==> src/rtl/pwm_defs.sv <==
// pwm_defs: shared mode and count-direction encodings for the multi-channel PWM
package pwm_defs;
   typedef enum logic {MODE_EDGE = 1'b0, MODE_CENTER = 1'b1} mode_e;
   typedef enum logic {DIR_UP = 1'b0, DIR_DOWN = 1'b1} dir_e;
endpackage

==> src/rtl/pwm_prescaler.sv <==
// pwm_prescaler: free-running divider, o_tick once every i_final+1 clocks
// Ports: clk, reset_n (async low), i_enable (count), i_clear (sync clear),
//        i_final (terminal count), o_tick (high while count == i_final)
module pwm_prescaler #(
   parameter int TIMER_BITS = 15
) (
   input  logic                  clk,
   input  logic                  reset_n,
   input  logic                  i_enable,
   input  logic                  i_clear,
   input  logic [TIMER_BITS-1:0] i_final,
   output logic                  o_tick
);
   logic [TIMER_BITS-1:0] r_cnt;
   assign o_tick = i_enable && !i_clear && (r_cnt == i_final);
   always_ff @(posedge clk or negedge reset_n) begin
      if (!reset_n)
         r_cnt <= '0;
      else if (i_clear)
         r_cnt <= '0;
      else if (i_enable)
         r_cnt <= o_tick ? '0 : r_cnt + 1'b1;
   end
endmodule

==> src/rtl/pwm_multi.sv <==
// pwm_multi: CHANNELS PWM outputs on one shared prescaler and period counter
// Ports: clk, reset_n (async low), enable, FINAL_VALUE (prescaler terminal),
//        cfg_wr/period/mode/duty (config strobe and data, double-buffered),
//        pwm_out (registered), period_tick (period start), update_ack (config applied)
module pwm_multi
   import pwm_defs::*;
#(
   parameter int CHANNELS   = 4,
   parameter int R          = 8,
   parameter int TIMER_BITS = 15
) (
   input  logic                      clk,
   input  logic                      reset_n,
   input  logic                      enable,
   input  logic [TIMER_BITS-1:0]     FINAL_VALUE,
   input  logic                      cfg_wr,
   input  logic [R-1:0]              period,
   input  logic                      mode,
   input  logic [CHANNELS*(R+1)-1:0] duty,
   output logic [CHANNELS-1:0]       pwm_out,
   output logic                      period_tick,
   output logic                      update_ack
);
   localparam int DW = CHANNELS*(R+1);
   logic [R-1:0]        r_cnt;
   dir_e                r_dir;
   logic                r_run;
   logic [R-1:0]        r_act_period;
   mode_e               r_act_mode;
   logic [DW-1:0]       r_act_duty;
   logic [R-1:0]        r_pend_period;
   mode_e               r_pend_mode;
   logic [DW-1:0]       r_pend_duty;
   logic                r_pend;
   logic [CHANNELS-1:0] r_pwm;
   logic                r_period_tick;
   logic                r_update_ack;
   logic                w_tick;
   logic                w_start;
   logic                w_top;
   logic [R-1:0]        w_run_cnt;
   dir_e                w_run_dir;
   logic                w_run_bnd;
   logic                w_apply;
   logic [R-1:0]        w_period_n;
   mode_e               w_mode_n;
   logic [DW-1:0]       w_duty_n;
   logic [R-1:0]        w_cnt_n;
   dir_e                w_dir_n;
   logic                w_live;
   logic                w_bnd;
   logic [CHANNELS-1:0] w_pwm_n;
   pwm_prescaler #(.TIMER_BITS(TIMER_BITS)) u_prescaler (
      .clk      (clk),
      .reset_n  (reset_n),
      .i_enable (enable),
      .i_clear  (!enable),
      .i_final  (FINAL_VALUE),
      .o_tick   (w_tick)
   );
   // A "start" tick (first tick after enable, or any tick while the active
   // period is 0) opens a fresh period at count 0 and may take pending config.
   always_comb begin
      w_start   = !r_run || (r_act_period == '0);
      w_top     = r_cnt >= r_act_period - R'(1);
      w_run_cnt = r_cnt;
      w_run_dir = r_dir;
      w_run_bnd = 1'b0;
      if (r_act_mode == MODE_EDGE) begin
         w_run_cnt = w_top ? '0 : r_cnt + R'(1);
         w_run_dir = DIR_UP;
         w_run_bnd = w_top;
      end else if (r_dir == DIR_UP) begin
         w_run_cnt = w_top ? r_cnt : r_cnt + R'(1);
         w_run_dir = w_top ? DIR_DOWN : DIR_UP;
      end else begin
         w_run_cnt = (r_cnt == '0) ? r_cnt : r_cnt - R'(1);
         w_run_dir = (r_cnt == '0) ? DIR_UP : DIR_DOWN;
         w_run_bnd = (r_cnt == '0);
      end
      w_apply    = w_tick && r_pend && (w_start || w_run_bnd);
      w_period_n = w_apply ? r_pend_period : r_act_period;
      w_mode_n   = w_apply ? r_pend_mode : r_act_mode;
      w_duty_n   = w_apply ? r_pend_duty : r_act_duty;
      w_live     = w_period_n != '0;
      w_cnt_n    = w_start ? '0 : w_run_cnt;
      w_dir_n    = w_start ? DIR_UP : w_run_dir;
      w_bnd      = w_start ? w_live : w_run_bnd;
   end
   // Compare against the post-update duty so a new setting takes effect on the boundary tick itself.
   for (genvar i = 0; i < CHANNELS; i++) begin : g_ch
      assign w_pwm_n[i] = w_live && ({1'b0, w_cnt_n} < w_duty_n[i*(R+1) +: R+1]);
   end
   always_ff @(posedge clk or negedge reset_n) begin
      if (!reset_n) begin
         r_cnt         <= '0;
         r_dir         <= DIR_UP;
         r_run         <= 1'b0;
         r_act_period  <= '0;
         r_act_mode    <= MODE_EDGE;
         r_act_duty    <= '0;
         r_pend_period <= '0;
         r_pend_mode   <= MODE_EDGE;
         r_pend_duty   <= '0;
         r_pend        <= 1'b0;
         r_pwm         <= '0;
         r_period_tick <= 1'b0;
         r_update_ack  <= 1'b0;
      end else if (!enable) begin
         r_cnt         <= '0;
         r_dir         <= DIR_UP;
         r_run         <= 1'b0;
         r_pwm         <= '0;
         r_period_tick <= 1'b0;
         r_update_ack  <= cfg_wr;
         if (cfg_wr) begin
            r_act_period <= period;
            r_act_mode   <= mode_e'(mode);
            r_act_duty   <= duty;
            r_pend       <= 1'b0;
         end
      end else begin
         r_period_tick <= w_tick && w_bnd;
         r_update_ack  <= w_apply;
         r_act_period  <= w_period_n;
         r_act_mode    <= w_mode_n;
         r_act_duty    <= w_duty_n;
         if (w_tick) begin
            r_cnt <= w_cnt_n;
            r_dir <= w_dir_n;
            r_run <= w_live;
            r_pwm <= w_pwm_n;
         end
         // A write on the boundary clk refills pending, so the flag stays set.
         if (cfg_wr) begin
            r_pend_period <= period;
            r_pend_mode   <= mode_e'(mode);
            r_pend_duty   <= duty;
            r_pend        <= 1'b1;
         end else if (w_apply)
            r_pend <= 1'b0;
      end
   end
   assign pwm_out     = r_pwm;
   assign period_tick = r_period_tick;
   assign update_ack  = r_update_ack;
endmodule

==> config.mk <==
export PLATFORM = sky130hd
export DESIGN_NAME = pwm_multi
export DESIGN_NICKNAME = d
export VERILOG_FILES = /design/src/rtl/pwm_defs.sv /design/src/rtl/pwm_prescaler.sv /design/src/rtl/pwm_multi.sv
export SDC_FILE = /design/constraint.sdc
export NUM_CORES = 1
export LEC_CHECK = 0
export ABC_AREA = 0
export CORE_ASPECT_RATIO = 0.7
export CORE_MARGIN = 5
export CORE_UTILIZATION = 58
export CTS_BUF_LIST = sky130_fd_sc_hd__clkbuf_4 sky130_fd_sc_hd__clkbuf_8 sky130_fd_sc_hd__clkbuf_16
export DETAILED_ROUTE_END_ITERATION = 10
export GPL_ROUTABILITY_DRIVEN = 0
export MAX_ROUTING_LAYER = met4
export PLACE_DENSITY = 0.89
export SYNTH_ARGS = -nofsm -noshare
export SYNTH_HDL_FRONTEND = slang
export SYNTH_SLANG_ARGS = --single-unit
==> constraint.sdc <==
create_clock -name clk -period 5.5 [get_ports clk]
set_clock_uncertainty 0.05 [all_clocks]
set_input_delay 1.375 -clock clk [delete_from_list [all_inputs] [get_ports clk]]
set_output_delay 1.375 -clock clk [all_outputs]
set_load 0.005 [all_outputs]
==> flow_metrics.env <==
export IMPL_avgSynthCellArea_um2=10.3
export IMPL_switching_share_pct=27.8
export IMPL_status="finished clean"
export IMPL_drtIter0Drc=914
export IMPL_cts_sinks=122
export IMPL_placed_cell_area_um2=8250
export IMPL_final_nets=889
export IMPL_switching_power_mw=0.678
export IMPL_synth_edf_count=0
export IMPL_fin_crit_sh_pct=94.9
export IMPL_worstMarginPinSlew_ps=1070
export IMPL_design_area_um2=8810
export IMPL_via_per_inst=6.45
export IMPL_clk_pin_slew_ps=60
export IMPL_synth_top_area_share_pct=41.1
export IMPL_critPathKind="flop to flop"
export IMPL_root_buffer="clkbuf_16"
export IMPL_hold_class="flop to flop"
export IMPL_drtPass1Iterations=7
export IMPL_layout_min_cycle_time_ps=5220
export IMPL_die_w_um=145
export IMPL_worstPathArrival_ps=5520
export IMPL_grt_ovfl_total=0
export IMPL_cp_max_fo=11
export IMPL_setup_viol_count_final=0
export IMPL_yosys_warnings=0
export IMPL_cts_tree="done"
export IMPL_post_route_drc_count=0
export IMPL_slew_headroom_pct=28.8
export IMPL_grt_use_total_pct=27.2
export IMPL_grt_max_degree=102
export IMPL_place_hpwl_um=13000
export IMPL_pin_count=70
export IMPL_synthFlopType="dfrtp_1"
export IMPL_die_area_um2=15200
export IMPL_maxCapViolCount=0
export IMPL_cellLeakagePower_nw=3.81
export IMPL_antenna_found_initial=0
export IMPL_ys_types=59
export IMPL_fillers=831
export IMPL_wl_per_cell_um=20.8
export IMPL_start_util_pct=59.6
export IMPL_p_int_mw=1.76
export IMPL_synth_common_cells="dfrtp_1, nand2_1, mux2_2"
export IMPL_crit_chain="or4_4, nor3_1, xnor2_1, ha_1, and3_1, a221o_1, a31o_2, inv_1, nor2_1, o21a_1, o21ai_0, inv_1, buf_4, ha_1, a21o_1, a21o_1, a211oi_2, nand2_1, nor3_1, o31ai_1, nand3_1"
export IMPL_slowest_stage="or4_4"
export IMPL_area_growth_pct=18.7
export IMPL_ys_seq_area_share_pct=41.1
export IMPL_rsz0062_at_grt="no"
export IMPL_routed_wirelength_um=19900
export IMPL_critical_path_max_stage_delay_ps=590
export IMPL_async_reset_ff_share_pct=100
export IMPL_yosysMostFrequentCell="dfrtp_1"
export IMPL_comb_power_share_pct=14.6
export IMPL_grt_pass1_wl_um=33000
export IMPL_worst_ep_required_time_ps=5800
export IMPL_rows=34
export IMPL_path_buf_inv=3
export IMPL_multi_input_area_um2=4150
export IMPL_clockBufferDepth=2
export IMPL_cp_start_kind="flop"
export IMPL_cp_end_kind="flop"
export IMPL_antenna_left=0
export IMPL_syn_area_um2=7420
export IMPL_synth_cells=718
export IMPL_synth_area_leaders="dfrtp_1, mux2_2, ha_1"
export IMPL_grt_pass1_vias=6309
export IMPL_n_antenna_cell=0
export IMPL_synth_top_cell_by_area="dfrtp_1"
export IMPL_die_h_um=105
export IMPL_report_final_slew_viol_count=0
export IMPL_insertion_delay_ps=420
export IMPL_cts_buffers=17
export IMPL_power_frac_seq_pct=43.8
export IMPL_ys_ff_latch=122
export IMPL_crit_family="compound AO/OA/AOI/OAI gates"
export IMPL_clkPwrFrac_pct=41.6
export IMPL_power_density_nw_per_um2=277
export IMPL_portBuffers=69
export IMPL_h_tree_depth=4
export IMPL_core_area_um2=12500
export IMPL_vias=6170
export IMPL_setup_tns_ps=0
export IMPL_hold_viol=0
export IMPL_drive_gt1_share_pct=17.9
export IMPL_syn_nets=825
export IMPL_seq_area_um2=3050
export IMPL_max_freq_mhz=192
export IMPL_ir_drop_mv=0.238
layout by cell type, fill, tap and decap left out, drive strengths merged, types with 20 or more instances in the layout:
| cell | Yosys | final |
|---|---|---|
| o21ai | 25 | 25 |
| clkdlybuf4s50 | 0 | 66 |
| mux2 | 49 | 49 |
| nor2 | 31 | 31 |
| a211oi | 41 | 41 |
| xnor2 | 27 | 27 |
| ha | 43 | 43 |
| a21oi | 41 | 41 |
| dfrtp | 122 | 122 |
| buf | 8 | 20 |
| nand2 | 53 | 53 |
| nor2b | 44 | 44 |
| mux2i | 40 | 40 |
sequential cells by signal (all words and copies together), names as in the netlist, 4 cells and up:
| name | cells |
|---|---|
| pwm_out | 4 |
| r_act_duty | 36 |
| r_act_period | 8 |
| r_cnt | 8 |
| r_pend_duty | 36 |
| r_pend_period | 8 |
| u_prescaler.r_cnt | 15 |
layer usage:
layer  share of wire (%)  wire length, um  global-route usage (%)
met1                  42             8290                    35.6
met2                  47             9400                    41.4
met3                 8.3             1650                    7.83
met4                 2.8              558                    8.52
met5                   0                0                       -
worst register-to-register path, delay by kind of cell (launching register included):
| family | cells | cell delay, ps |
|---|---|---|
| AO/OA/AOI/OAI | 8 | 1850 |
| XOR/XNOR | 1 | 170 |
| adder cells (fa/ha/maj) | 2 | 580 |
| buffers and inverters | 3 | 470 |
| flip-flops | 1 | 430 |
| AND/OR/NAND/NOR | 7 | 1600 |
kinds of logic after synthesis:
| kind of cell | Yosys count | share of synthesized area, % |
|---|---|---|
| adders and majority gates | 43 | 7.25 |
| DFF | 122 | 41.1 |
| and+or+nand+nor | 207 | 14.5 |
| AOI/OAI and AO/OA | 167 | 15.3 |
| buffers and inverters | 53 | 3.12 |
| xor gates and xnor gates | 37 | 4.36 |
| muxes | 89 | 14.3 |
final timing paths:
kind | from | end | slack (ps) | depth (start not counted)
hold / removal | r_pend_duty[21] | r_pend_duty[21] | 450 | 1
min in group asynchronous | reset_n | r_pend_period[6] | 1100 | 1
hold reg to reg | r_pend_duty[21] | r_pend_duty[21] | 450 | 1
setup / recovery | r_act_period[5] | pwm_out[1] | 280 | 21
setup reg to reg | r_act_period[5] | pwm_out[1] | 280 | 21
max in group asynchronous | reset_n | r_cnt[2] | 3130 | 2
area by class of cell:
cell class                      count  share of cell area [%]
Clock buffer                       18                    4.98
Clock inverter                     14                    1.12
Inverter                           12                   0.511
Multi-Input combinational cell    543                    47.1
Sequential cell                   122                    34.6
Tap cell                          162                    2.30
Timing Repair Buffer               86                    9.29
power by group through the flow:
stage	Sequential [mW]	Clock, mW	Combinational (mW)
after detailed placement	1.08	0	0.346
after global placement	1.07	0	0.326
final	1.07	1.01	0.356
after CTS	1.07	1.02	0.353
after floorplan	1.05	0	0.228
after global routing	1.08	1.07	0.390
stage by stage:
step | hold WS, ps | worst slack [ps] | utilization (%) | total power, mW | cells
2_1_floorplan | 423 | 560 | - | 1.28 | 718
3_5_place_dp | 448 | 228 | 66.2 | 1.42 | 923
4_1_cts | 455 | 63.0 | 70.5 | 2.43 | 955
6_report | 454 | 281 | 70.7 | 2.44 | 957
3_3_place_gp | 434 | 415 | 66.2 | 1.40 | 923
5_1_grt | 465 | 29.0 | 70.7 | 2.54 | 957
what timing repair did:
action | 4_1_cts | 5_1_grt
endpoints found under the setup margin | 0 | 2
gates resized for setup | 0 | 3
buffers inserted | 0 | 2
hold buffers | 0 | 0
Note: power is estimated with default switching activity, not from simulation.
